**config.mk**
```make
export PLATFORM = sky130hd
export DESIGN_NAME = ram_arbiter_flat
export DESIGN_NICKNAME = d
export VERILOG_FILES = /design/src/rtl/ram_arb_pkg.sv /design/src/rtl/ram_arb_if.sv /design/src/rtl/ram_arb_rr.sv /design/src/rtl/ram_arbiter.sv /design/src/flat_wrapper.sv
export SDC_FILE = /design/constraint.sdc
export NUM_CORES = 1
export LEC_CHECK = 0
export CAP_MARGIN = 20
export CORE_AREA = 8 8 114 116
export CTS_CLUSTER_DIAMETER = 40
export CTS_CLUSTER_SIZE = 20
export DETAILED_ROUTE_END_ITERATION = 10
export DIE_AREA = 0 0 122 124
export MAX_ROUTING_LAYER = met4
export PLACE_DENSITY = 0.73
export SYNTH_ARGS = -nofsm -noshare
export SYNTH_HDL_FRONTEND = slang
export SYNTH_SLANG_ARGS = --single-unit
```
**constraint.sdc**
```tcl
create_clock -name clk -period 2.5 [get_ports clk]
set_input_delay 0.5 -clock clk [delete_from_list [all_inputs] [get_ports clk]]
set_output_delay 0.5 -clock clk [all_outputs]
set_load 0.005 [all_outputs]
```
**src/rtl/ram_arb_pkg.sv**
```systemverilog
// Shared types and constants for the two-master data RAM arbiter.
package ram_arb_pkg;

    typedef enum logic {
        IDLE = 1'b0,
        LOCK = 1'b1
    } arb_state_t;

    localparam logic M0 = 1'b0;
    localparam logic M1 = 1'b1;

    localparam int DEF_ADDR_W = 32;
    localparam int DEF_DATA_W = 32;
    localparam int DEF_SEL_W  = 4;

endpackage

```
**src/rtl/ram_arb_if.sv**
```systemverilog
// Bus bundle between the two masters, the arbiter and the data RAM.
interface ram_arb_if
    import ram_arb_pkg::*;
#(
    parameter int ADDR_W = DEF_ADDR_W,
    parameter int DATA_W = DEF_DATA_W,
    parameter int SEL_W  = DEF_SEL_W
);
    logic              m0_req_i;
    logic              m0_we_i;
    logic [ADDR_W-1:0] m0_addr_i;
    logic [DATA_W-1:0] m0_data_i;
    logic [SEL_W-1:0]  m0_sel_i;
    logic              m0_gnt_o;
    logic              m0_stall_o;
    logic              m0_rvalid_o;
    logic [DATA_W-1:0] m0_data_o;

    logic              m1_req_i;
    logic              m1_we_i;
    logic [ADDR_W-1:0] m1_addr_i;
    logic [DATA_W-1:0] m1_data_i;
    logic [SEL_W-1:0]  m1_sel_i;
    logic              m1_lock_i;
    logic              m1_gnt_o;
    logic              m1_rvalid_o;
    logic [DATA_W-1:0] m1_data_o;

    logic              ram_ce_o;
    logic              ram_we_o;
    logic [ADDR_W-1:0] ram_addr_o;
    logic [SEL_W-1:0]  ram_sel_o;
    logic [DATA_W-1:0] ram_data_o;
    logic [DATA_W-1:0] ram_data_i;

    // Arbiter side
    modport slave (
        input  m0_req_i, m0_we_i, m0_addr_i, m0_data_i, m0_sel_i,
        output m0_gnt_o, m0_stall_o, m0_rvalid_o, m0_data_o,
        input  m1_req_i, m1_we_i, m1_addr_i, m1_data_i, m1_sel_i, m1_lock_i,
        output m1_gnt_o, m1_rvalid_o, m1_data_o,
        output ram_ce_o, ram_we_o, ram_addr_o, ram_sel_o, ram_data_o,
        input  ram_data_i
    );

    // Masters plus RAM side
    modport master (
        output m0_req_i, m0_we_i, m0_addr_i, m0_data_i, m0_sel_i,
        input  m0_gnt_o, m0_stall_o, m0_rvalid_o, m0_data_o,
        output m1_req_i, m1_we_i, m1_addr_i, m1_data_i, m1_sel_i, m1_lock_i,
        input  m1_gnt_o, m1_rvalid_o, m1_data_o,
        input  ram_ce_o, ram_we_o, ram_addr_o, ram_sel_o, ram_data_o,
        output ram_data_i
    );

endinterface

```
**src/rtl/ram_arb_rr.sv**
```systemverilog
// Two-way grant pick with last-winner pointer; RAM_ARB_FIXED_PRIO_EN makes M0 always win.
module ram_arb_rr
    import ram_arb_pkg::*;
(
    input  logic       clk,
    input  logic       rst,
    input  logic [1:0] req,
    input  logic       lock,
    output logic [1:0] gnt
);

`ifdef RAM_ARB_FIXED_PRIO_EN
    logic unused_clk_rst;
    assign unused_clk_rst = clk ^ rst;

    always_comb begin
        gnt = 2'b00;
        if (lock) begin
            gnt[1] = req[1];
        end else if (req[0]) begin
            gnt[0] = 1'b1;
        end else begin
            gnt[1] = req[1];
        end
    end
`else
    logic last_gnt;

    always_comb begin
        gnt = 2'b00;
        if (lock) begin
            gnt[1] = req[1];
        end else if (&req) begin
            if (last_gnt == M1) gnt[0] = 1'b1;
            else                gnt[1] = 1'b1;
        end else begin
            gnt = req;
        end
    end

    always_ff @(posedge clk) begin
        if (rst) begin
            last_gnt <= M1;
        end else if (|gnt) begin
            last_gnt <= gnt[1] ? M1 : M0;
        end
    end
`endif

endmodule

```
**src/rtl/ram_arbiter.sv**
```systemverilog
// Shares one synchronous-read data RAM between M0 (CPU) and M1 (DMA) with an M1 burst lock.
// Optional macro RAM_ARB_FIXED_PRIO_EN: M0 always wins an unlocked conflict.
module ram_arbiter
    import ram_arb_pkg::*;
#(
    parameter int ADDR_W   = DEF_ADDR_W,
    parameter int DATA_W   = DEF_DATA_W,
    parameter int SEL_W    = DEF_SEL_W,
    parameter int LOCK_MAX = 16
) (
    input  logic     clk,
    input  logic     rst,
    ram_arb_if.slave bus
);

    localparam int               CNT_W   = $clog2(LOCK_MAX + 1);
    localparam logic [CNT_W-1:0] CNT_ONE = CNT_W'(1);
    localparam logic [CNT_W-1:0] CNT_MAX = CNT_W'(LOCK_MAX);

    arb_state_t       state, state_nx;
    logic [CNT_W-1:0] lock_cnt, lock_cnt_nx, cnt_inc;
    logic [1:0]       req, gnt;
    logic             locked;
    logic             rvld0_p1, rvld1_p1;

    assign req    = {bus.m1_req_i, bus.m0_req_i};
    assign locked = (state == LOCK);

    ram_arb_rr u_rr (
        .clk  (clk),
        .rst  (rst),
        .req  (req),
        .lock (locked),
        .gnt  (gnt)
    );

    assign bus.m0_gnt_o   = gnt[0];
    assign bus.m1_gnt_o   = gnt[1];
    assign bus.m0_stall_o = bus.m0_req_i & ~gnt[0];

    always_comb begin
        bus.ram_ce_o   = |gnt;
        bus.ram_we_o   = 1'b0;
        bus.ram_addr_o = {ADDR_W{1'b0}};
        bus.ram_sel_o  = {SEL_W{1'b0}};
        bus.ram_data_o = {DATA_W{1'b0}};
        if (gnt[0]) begin
            bus.ram_we_o   = bus.m0_we_i;
            bus.ram_addr_o = bus.m0_addr_i;
            bus.ram_sel_o  = bus.m0_sel_i;
            bus.ram_data_o = bus.m0_data_i;
        end else if (gnt[1]) begin
            bus.ram_we_o   = bus.m1_we_i;
            bus.ram_addr_o = bus.m1_addr_i;
            bus.ram_sel_o  = bus.m1_sel_i;
            bus.ram_data_o = bus.m1_data_i;
        end
    end

    // Stage p1: RAM read data returns one cycle after the accepted read
    always_ff @(posedge clk) begin
        if (rst) begin
            rvld0_p1 <= 1'b0;
            rvld1_p1 <= 1'b0;
        end else begin
            rvld0_p1 <= gnt[0] & ~bus.m0_we_i;
            rvld1_p1 <= gnt[1] & ~bus.m1_we_i;
        end
    end

    assign bus.m0_rvalid_o = rvld0_p1;
    assign bus.m1_rvalid_o = rvld1_p1;
    assign bus.m0_data_o   = rvld0_p1 ? bus.ram_data_i : {DATA_W{1'b0}};
    assign bus.m1_data_o   = rvld1_p1 ? bus.ram_data_i : {DATA_W{1'b0}};

    always_ff @(posedge clk) begin
        if (rst) begin
            state    <= IDLE;
            lock_cnt <= '0;
        end else begin
            state    <= state_nx;
            lock_cnt <= lock_cnt_nx;
        end
    end

    // lock_cnt counts locked M1 grants issued so far, including the one that
    // entered LOCK; the grant bringing it to LOCK_MAX is the last of the burst.
    always_comb begin
        state_nx    = state;
        lock_cnt_nx = lock_cnt;
        cnt_inc     = lock_cnt + CNT_ONE;
        if (state == IDLE) begin
            lock_cnt_nx = '0;
            if (gnt[1] && bus.m1_lock_i && (CNT_ONE != CNT_MAX)) begin
                state_nx    = LOCK;
                lock_cnt_nx = CNT_ONE;
            end
        end else begin
            if (!bus.m1_lock_i || (gnt[1] && (cnt_inc == CNT_MAX))) begin
                state_nx    = IDLE;
                lock_cnt_nx = '0;
            end else if (gnt[1]) begin
                lock_cnt_nx = cnt_inc;
            end
        end
    end

endmodule

```
**src/flat_wrapper.sv**
```systemverilog
// flat-port wrapper written by rule: the top's interface ports become plain ports
module ram_arbiter_flat import ram_arb_pkg::*;
#(
    parameter int ADDR_W   = DEF_ADDR_W,
    parameter int DATA_W   = DEF_DATA_W,
    parameter int SEL_W    = DEF_SEL_W,
    parameter int LOCK_MAX = 16
)
  (clk, rst, bus_m0_req_i, bus_m0_we_i, bus_m0_addr_i, bus_m0_data_i, bus_m0_sel_i, bus_m0_gnt_o, bus_m0_stall_o, bus_m0_rvalid_o, bus_m0_data_o, bus_m1_req_i, bus_m1_we_i, bus_m1_addr_i, bus_m1_data_i, bus_m1_sel_i, bus_m1_lock_i, bus_m1_gnt_o, bus_m1_rvalid_o, bus_m1_data_o, bus_ram_ce_o, bus_ram_we_o, bus_ram_addr_o, bus_ram_sel_o, bus_ram_data_o, bus_ram_data_i);
  ram_arb_if #(.ADDR_W(ADDR_W), .DATA_W(DATA_W), .SEL_W(SEL_W)) bus_i ();
  input  logic clk;
  input  logic rst;
  input wire logic [$bits(bus_i.m0_req_i)-1:0] bus_m0_req_i;
  input wire logic [$bits(bus_i.m0_we_i)-1:0] bus_m0_we_i;
  input wire logic [$bits(bus_i.m0_addr_i)-1:0] bus_m0_addr_i;
  input wire logic [$bits(bus_i.m0_data_i)-1:0] bus_m0_data_i;
  input wire logic [$bits(bus_i.m0_sel_i)-1:0] bus_m0_sel_i;
  output wire logic [$bits(bus_i.m0_gnt_o)-1:0] bus_m0_gnt_o;
  output wire logic [$bits(bus_i.m0_stall_o)-1:0] bus_m0_stall_o;
  output wire logic [$bits(bus_i.m0_rvalid_o)-1:0] bus_m0_rvalid_o;
  output wire logic [$bits(bus_i.m0_data_o)-1:0] bus_m0_data_o;
  input wire logic [$bits(bus_i.m1_req_i)-1:0] bus_m1_req_i;
  input wire logic [$bits(bus_i.m1_we_i)-1:0] bus_m1_we_i;
  input wire logic [$bits(bus_i.m1_addr_i)-1:0] bus_m1_addr_i;
  input wire logic [$bits(bus_i.m1_data_i)-1:0] bus_m1_data_i;
  input wire logic [$bits(bus_i.m1_sel_i)-1:0] bus_m1_sel_i;
  input wire logic [$bits(bus_i.m1_lock_i)-1:0] bus_m1_lock_i;
  output wire logic [$bits(bus_i.m1_gnt_o)-1:0] bus_m1_gnt_o;
  output wire logic [$bits(bus_i.m1_rvalid_o)-1:0] bus_m1_rvalid_o;
  output wire logic [$bits(bus_i.m1_data_o)-1:0] bus_m1_data_o;
  output wire logic [$bits(bus_i.ram_ce_o)-1:0] bus_ram_ce_o;
  output wire logic [$bits(bus_i.ram_we_o)-1:0] bus_ram_we_o;
  output wire logic [$bits(bus_i.ram_addr_o)-1:0] bus_ram_addr_o;
  output wire logic [$bits(bus_i.ram_sel_o)-1:0] bus_ram_sel_o;
  output wire logic [$bits(bus_i.ram_data_o)-1:0] bus_ram_data_o;
  input wire logic [$bits(bus_i.ram_data_i)-1:0] bus_ram_data_i;
  assign bus_i.m0_req_i = bus_m0_req_i;
  assign bus_i.m0_we_i = bus_m0_we_i;
  assign bus_i.m0_addr_i = bus_m0_addr_i;
  assign bus_i.m0_data_i = bus_m0_data_i;
  assign bus_i.m0_sel_i = bus_m0_sel_i;
  assign bus_m0_gnt_o = bus_i.m0_gnt_o;
  assign bus_m0_stall_o = bus_i.m0_stall_o;
  assign bus_m0_rvalid_o = bus_i.m0_rvalid_o;
  assign bus_m0_data_o = bus_i.m0_data_o;
  assign bus_i.m1_req_i = bus_m1_req_i;
  assign bus_i.m1_we_i = bus_m1_we_i;
  assign bus_i.m1_addr_i = bus_m1_addr_i;
  assign bus_i.m1_data_i = bus_m1_data_i;
  assign bus_i.m1_sel_i = bus_m1_sel_i;
  assign bus_i.m1_lock_i = bus_m1_lock_i;
  assign bus_m1_gnt_o = bus_i.m1_gnt_o;
  assign bus_m1_rvalid_o = bus_i.m1_rvalid_o;
  assign bus_m1_data_o = bus_i.m1_data_o;
  assign bus_ram_ce_o = bus_i.ram_ce_o;
  assign bus_ram_we_o = bus_i.ram_we_o;
  assign bus_ram_addr_o = bus_i.ram_addr_o;
  assign bus_ram_sel_o = bus_i.ram_sel_o;
  assign bus_ram_data_o = bus_i.ram_data_o;
  assign bus_i.ram_data_i = bus_ram_data_i;
  ram_arbiter #(.ADDR_W(ADDR_W), .DATA_W(DATA_W), .SEL_W(SEL_W), .LOCK_MAX(LOCK_MAX)) u_core (.clk(clk), .rst(rst), .bus(bus_i));
endmodule
```
# After elaboration in Yosys (flattened, before gate mapping)
# Cells that the tools add are included.
[word_totals] reg_bits=9 input_bits=175 out_inout_bits=139
[classes] n_addsub=1 eq_ne=2 mux=23 n_bitwise=6 n_reduce_logical=6
[op_table] cell="2-to-1 mux 32 bit" n=6
[op_table] cell="2-to-1 mux 5 bit" n=3
[op_table] cell="2-to-1 mux 1 bit" n=11
[op_table] cell="2-to-1 mux 4 bit" n=2
[op_table] cell="adder 5 x 1 -> 5 bit (second input constant)" n=1
[op_table] cell="equality test 5 bit (second input constant)" n=1
[op_table] cell="AND 1 bit" n=3
[op_table] cell="!= test 3 bit (second input constant)" n=1
[op_table] cell="NOT 1 bit" n=3
[op_table] cell="logical AND 1 bit" n=2
[op_table] cell="2-to-1 mux 2 bit" n=1
[op_table] cell="AND reduction 2 bit" n=1
[op_table] cell="OR reduction 2 bit" n=1
[op_table] cell="zero test 1 bit" n=1
[op_table] cell="logical OR 1 bit" n=1

# Depth between registers and ports, before layout
[depth] ltp_word=7 mapped_depth=7

# Modules after synthesis
# Synthesis repeated with hierarchy kept, for this count alone.
[hier_totals] cells_unflattened=212 area_unflattened_um2=1616.6
[modules_own_cells] module="ram_arbiter" instances=1 cells_each=204 area_per_inst_um2=1549.0 seq_area_each_um2=160.2
[modules_own_cells] module="ram_arb_rr" instances=1 cells_each=8 area_per_inst_um2=67.6 seq_area_each_um2=20.0

# Worst setup path after synthesis
# Ideal clock, no wire load.
[synth_timing] path_type="input to output" startpoint="input bus_m0_req_i" endpoint="output bus_ram_addr_o[0]" arrival_time_ns=1.297 t_required_ns=2.000 path_slack_ns=0.703 cell_stages=6 n_path_buf=2 cell_sequence="nand2_1 > o21ai_2 > inv_2 > buf_6 > buf_6 > a22o_1"
[synth_via] elab_chain_len=5 elab_cells_between_ends=6
[synth_rtl] element="start: declaration" line="flat_wrapper.sv:13" source="input wire logic [$bits(bus_i.m0_req_i)-1:0] bus_m0_req_i;"
[synth_rtl] element="AND reduction 2 bit" line="ram_arb_rr.sv:33" source="end else if (&req) begin"
[synth_rtl] element="2-to-1 mux 2 bit (*)" line="ram_arb_rr.sv:33"
[synth_rtl] element="2-to-1 mux 1 bit" line="ram_arb_rr.sv:31" source="if (lock) begin"
[synth_rtl] element="2-to-1 mux 32 bit" line="ram_arbiter.sv:52" source="end else if (gnt[1]) begin"
[synth_rtl] element="2-to-1 mux 32 bit (*)" line="ram_arbiter.sv:47" source="if (gnt[0]) begin"
[synth_rtl] element="end: declaration" line="flat_wrapper.sv:33" source="output wire logic [$bits(bus_i.ram_addr_o)-1:0] bus_ram_addr_o;"
# Every way passes the cells marked *; elsewhere a longest branch is shown, timed or not.

# Worst setup path in the final report
[layout_timing] startpoint="input bus_m1_req_i" endpoint="output bus_ram_addr_o[17]"
[layout_via] elab_chain_len=5 elab_cells_between_ends=6
[layout_rtl] element="start: declaration" line="flat_wrapper.sv:22" source="input wire logic [$bits(bus_i.m1_req_i)-1:0] bus_m1_req_i;"
[layout_rtl] element="AND reduction 2 bit" line="ram_arb_rr.sv:33"
[layout_rtl] element="2-to-1 mux 2 bit" line="ram_arb_rr.sv:33"
[layout_rtl] element="2-to-1 mux 1 bit" line="ram_arb_rr.sv:31"
[layout_rtl] element="2-to-1 mux 32 bit" line="ram_arbiter.sv:52"
[layout_rtl] element="2-to-1 mux 32 bit (*)" line="ram_arbiter.sv:47"
# Marks and branches as above.

==> impl_metrics.ini <==
[outcome]
status = finished, final reports clean

[sta]
fin_tns_setup_ns = 0
setup_viol = 0
rsz0062_at_grt = no
timing.hold.ws_ns = 0.529
layout_setup_ws_ns = 0.0684
slew_headroom_pct = 80.9
hold_viol = 0
finalCriticalPeriod_ns = 2.43
fin_skew_ns = 0.00231
fmax_mhz = 411
slew_violations = 0
tightest_slew_ns = 0.284
fin_crit_sh_pct = 97.3

[pwr]
p_comb_share_pct = 66.7
p_sw_uw = 355
switching_share_pct = 27.0
ir_worst_vdd_mv = 0.150
seqPwrFrac_pct = 11.5
internal_power_uw = 960
p_per_area_nw_per_um2 = 253
leakage_nw = 2.23
p_clk_share_pct = 21.8

[finish]
final_nets = 709
final_cell_area_sq_um = 5200
area_growth_pct = 207
final-seq-area_sq_um = 181
final.fill_count = 1079
drive_gt1_share_pct = 6.97
diodes = 0
multi_input_area_sq_um = 1320

[global_route]
grt_overflow = 0
grt_pass1_wl_um = 18100
gr-max-usage-layer = met2
grt_pass1_vias = 3249
grtUsageMet1_pct = 16.8
antenna_found_initial = 0
grt_max_degree = 43
globalRouteMet3Util_pct = 3.31
use_met2_pct = 29.4
grt_usage_pct = 15.7

[clock_network]
cts.clk_slew.worst_paths_ns = 0.04
root_buffer = clkbuf_16
cts.path.max_buffers = 2
h-tree-depth = 1
insertion_delay_ns = 0.24
clock_sinks = 9
numCtsBuffers = 3
tritoncts = built
cts_hold_buf = 0

[place]
dpl_cell_area_sq_um = 4920
place_congestion = 0.922
dp_hpwl_um = 10800
pre_cts_slack_ns = -0.360
io_buffers = 313

[floorplanning]
die_h_um = 124
chipWidth_um = 122
dieArea_sq_um = 15100
io_pins = 314
rows = 39
start_util_pct = 15.1
coreArea_sq_um = 11200

[worst_setup_path]
end_kind = output port
start_kind = input pin
crit_start = bus_m1_req_i
crit_path_cell_trace = clkdlybuf4s15_1, a21oi_4, buf_12, buf_16, a22o_1, clkdlybuf4s50_1
cp_data_required_time_ns = 2.00
critPathMaxStageDelay_ns = 0.52
path_class = input pin to output port
r2r_setup_slack_ns = 1.04
arrival_ns = 1.93
reg2reg_from = u_core.lock_cnt[0]
path_max_fanout = 18
slowest_stage = clkdlybuf4s50_1

[detailed_routing]
post-route-drc-count = 0
drtIter0Drc = 126
finalWirelength_um = 13100
vias = 2991
routedWlPerCell_um = 19.4
viasPerCell = 4.44
firstDrtPassIters = 4
antenna_left = 0

[logic_synthesis]
syn_nets = 390
synth_top_cell_area_share_pct = 35.2
synth-edff-count = 0
synthTopCellsByArea = a22o_1 35%, and2_1 24%, dfxtp_1 11%
syn_inst = 213
ys_types = 35
synth_area_sq_um = 1690
synth_ff_type = dfxtp_1
synth.avg_cell_area_sq_um = 7.95
synthTopCellsByCount = 68 x a22o_1, 64 x and2_1, 14 x buf_6, 9 x dfxtp_1, 9 x nand2_1
synth_top_cell_by_area = a22o_1
synth_most_common_cell = a22o_1
synth_seq_cells = 9
ys_seq_area_share_pct = 10.6
synth_warnings = 0
async_flop_share_pct = 0

[run]
cap_viol_max_count = 0

[min_path]
hold_class = flop to flop
worstHoldStart = u_core.lock_cnt[1]
## final cells by class
cell class,count,share of cell area [%]
multi-input combinational,180,25.4
clock inverter,1,0.0962
clock buffer,3,1.44
timing repair buffer,336,66.0
sequential,9,3.49
inverter,2,0.144
tap,143,3.44
## sequential cells by signal (all words and copies together), names as in the netlist
name / flops
u_core.lock_cnt: 5
u_core.bus.m0_rvalid_o: 1
u_core.bus.m1_rvalid_o: 1
u_core.locked: 1
u_core.u_rr.last_gnt: 1
## routing by layer
layer | part of all wire (%) | vias up | wire length, um
met1 | 36 | 1356 | 4760
met3 | 9.0 | 6 | 1180
met4 | 0.67 | 0 | 87
met5 | 0 | - | 0
li1 | - | 1433 | -
met2 | 54 | 196 | 7020
## metrics by stage
| step | util (%) | power, mW | std cells |
|---|---|---|---|
| 4_1_cts | 46.0 | 1.32 | 672 |
| 6_report | 46.5 | 1.32 | 674 |
| 2_1_floorplan | - | 0.400 | 213 |
| 5_1_grt | 46.5 | 1.38 | 674 |
| 3_3_place_gp | 44.0 | 0.985 | 656 |
| 3_5_place_dp | 44.0 | 0.994 | 656 |
## placed cells by master (no fill, tap or decap), types with 2 or more instances in the layout
cell	n
a21oi_1	3
a21oi_2	2
a22o_1	68
a31oi_1	2
and2_1	64
buf_12	4
buf_16	3
buf_4	14
clkbuf_16	4
clkbuf_2	2
clkdlybuf4s50_1	281
dfxtp_1	8
dlygate4sd2_1	18
dlymetal6s2s_1	11
ha_1	2
nand2_1	9
nand2b_1	2
nand3_1	2
nor2_1	2
nor2b_1	2
nor3_1	2
o21ai_0	2
o21ai_2	2
xor2_1	2
## power by group through the flow
stage | clock [mW] | sequential (mW) | combinational (mW)
after floorplan | 0 | 0.154 | 0.246
after global placement | 0 | 0.154 | 0.831
after detailed placement | 0 | 0.154 | 0.840
after CTS | 0.288 | 0.151 | 0.881
after global routing | 0.303 | 0.152 | 0.929
final | 0.286 | 0.152 | 0.877
## worst paths after layout
kind | to | depth (start not counted)
setup / recovery | bus_ram_addr_o[17] | 6
hold / removal | u_core.lock_cnt[1] | 2
setup reg to reg | u_core.lock_cnt[4] | 6
hold reg to reg | u_core.lock_cnt[1] | 2
## critical path, delay by kind of cell
family | cells | cell delay (ns)
AOI/OAI and AO/OA | 2 | 0.35
buffers and inverters | 4 | 1.07
## what timing repair did
item,CTS,global route
pin swaps,0,1
resized for setup,25,18
cloned,3,1
setup endpoints to repair,72,56
buffers inserted,9,1
## cell families after synthesis
group | after synthesis | synth area share (%)
simple gates | 90 | 31.9
fa+ha+maj | 2 | 1.48
flops | 9 | 10.6
xor+xnor | 2 | 1.03
compound gates | 86 | 43.2
buf+inv | 24 | 11.8
(Power assumes the default switching activity.)
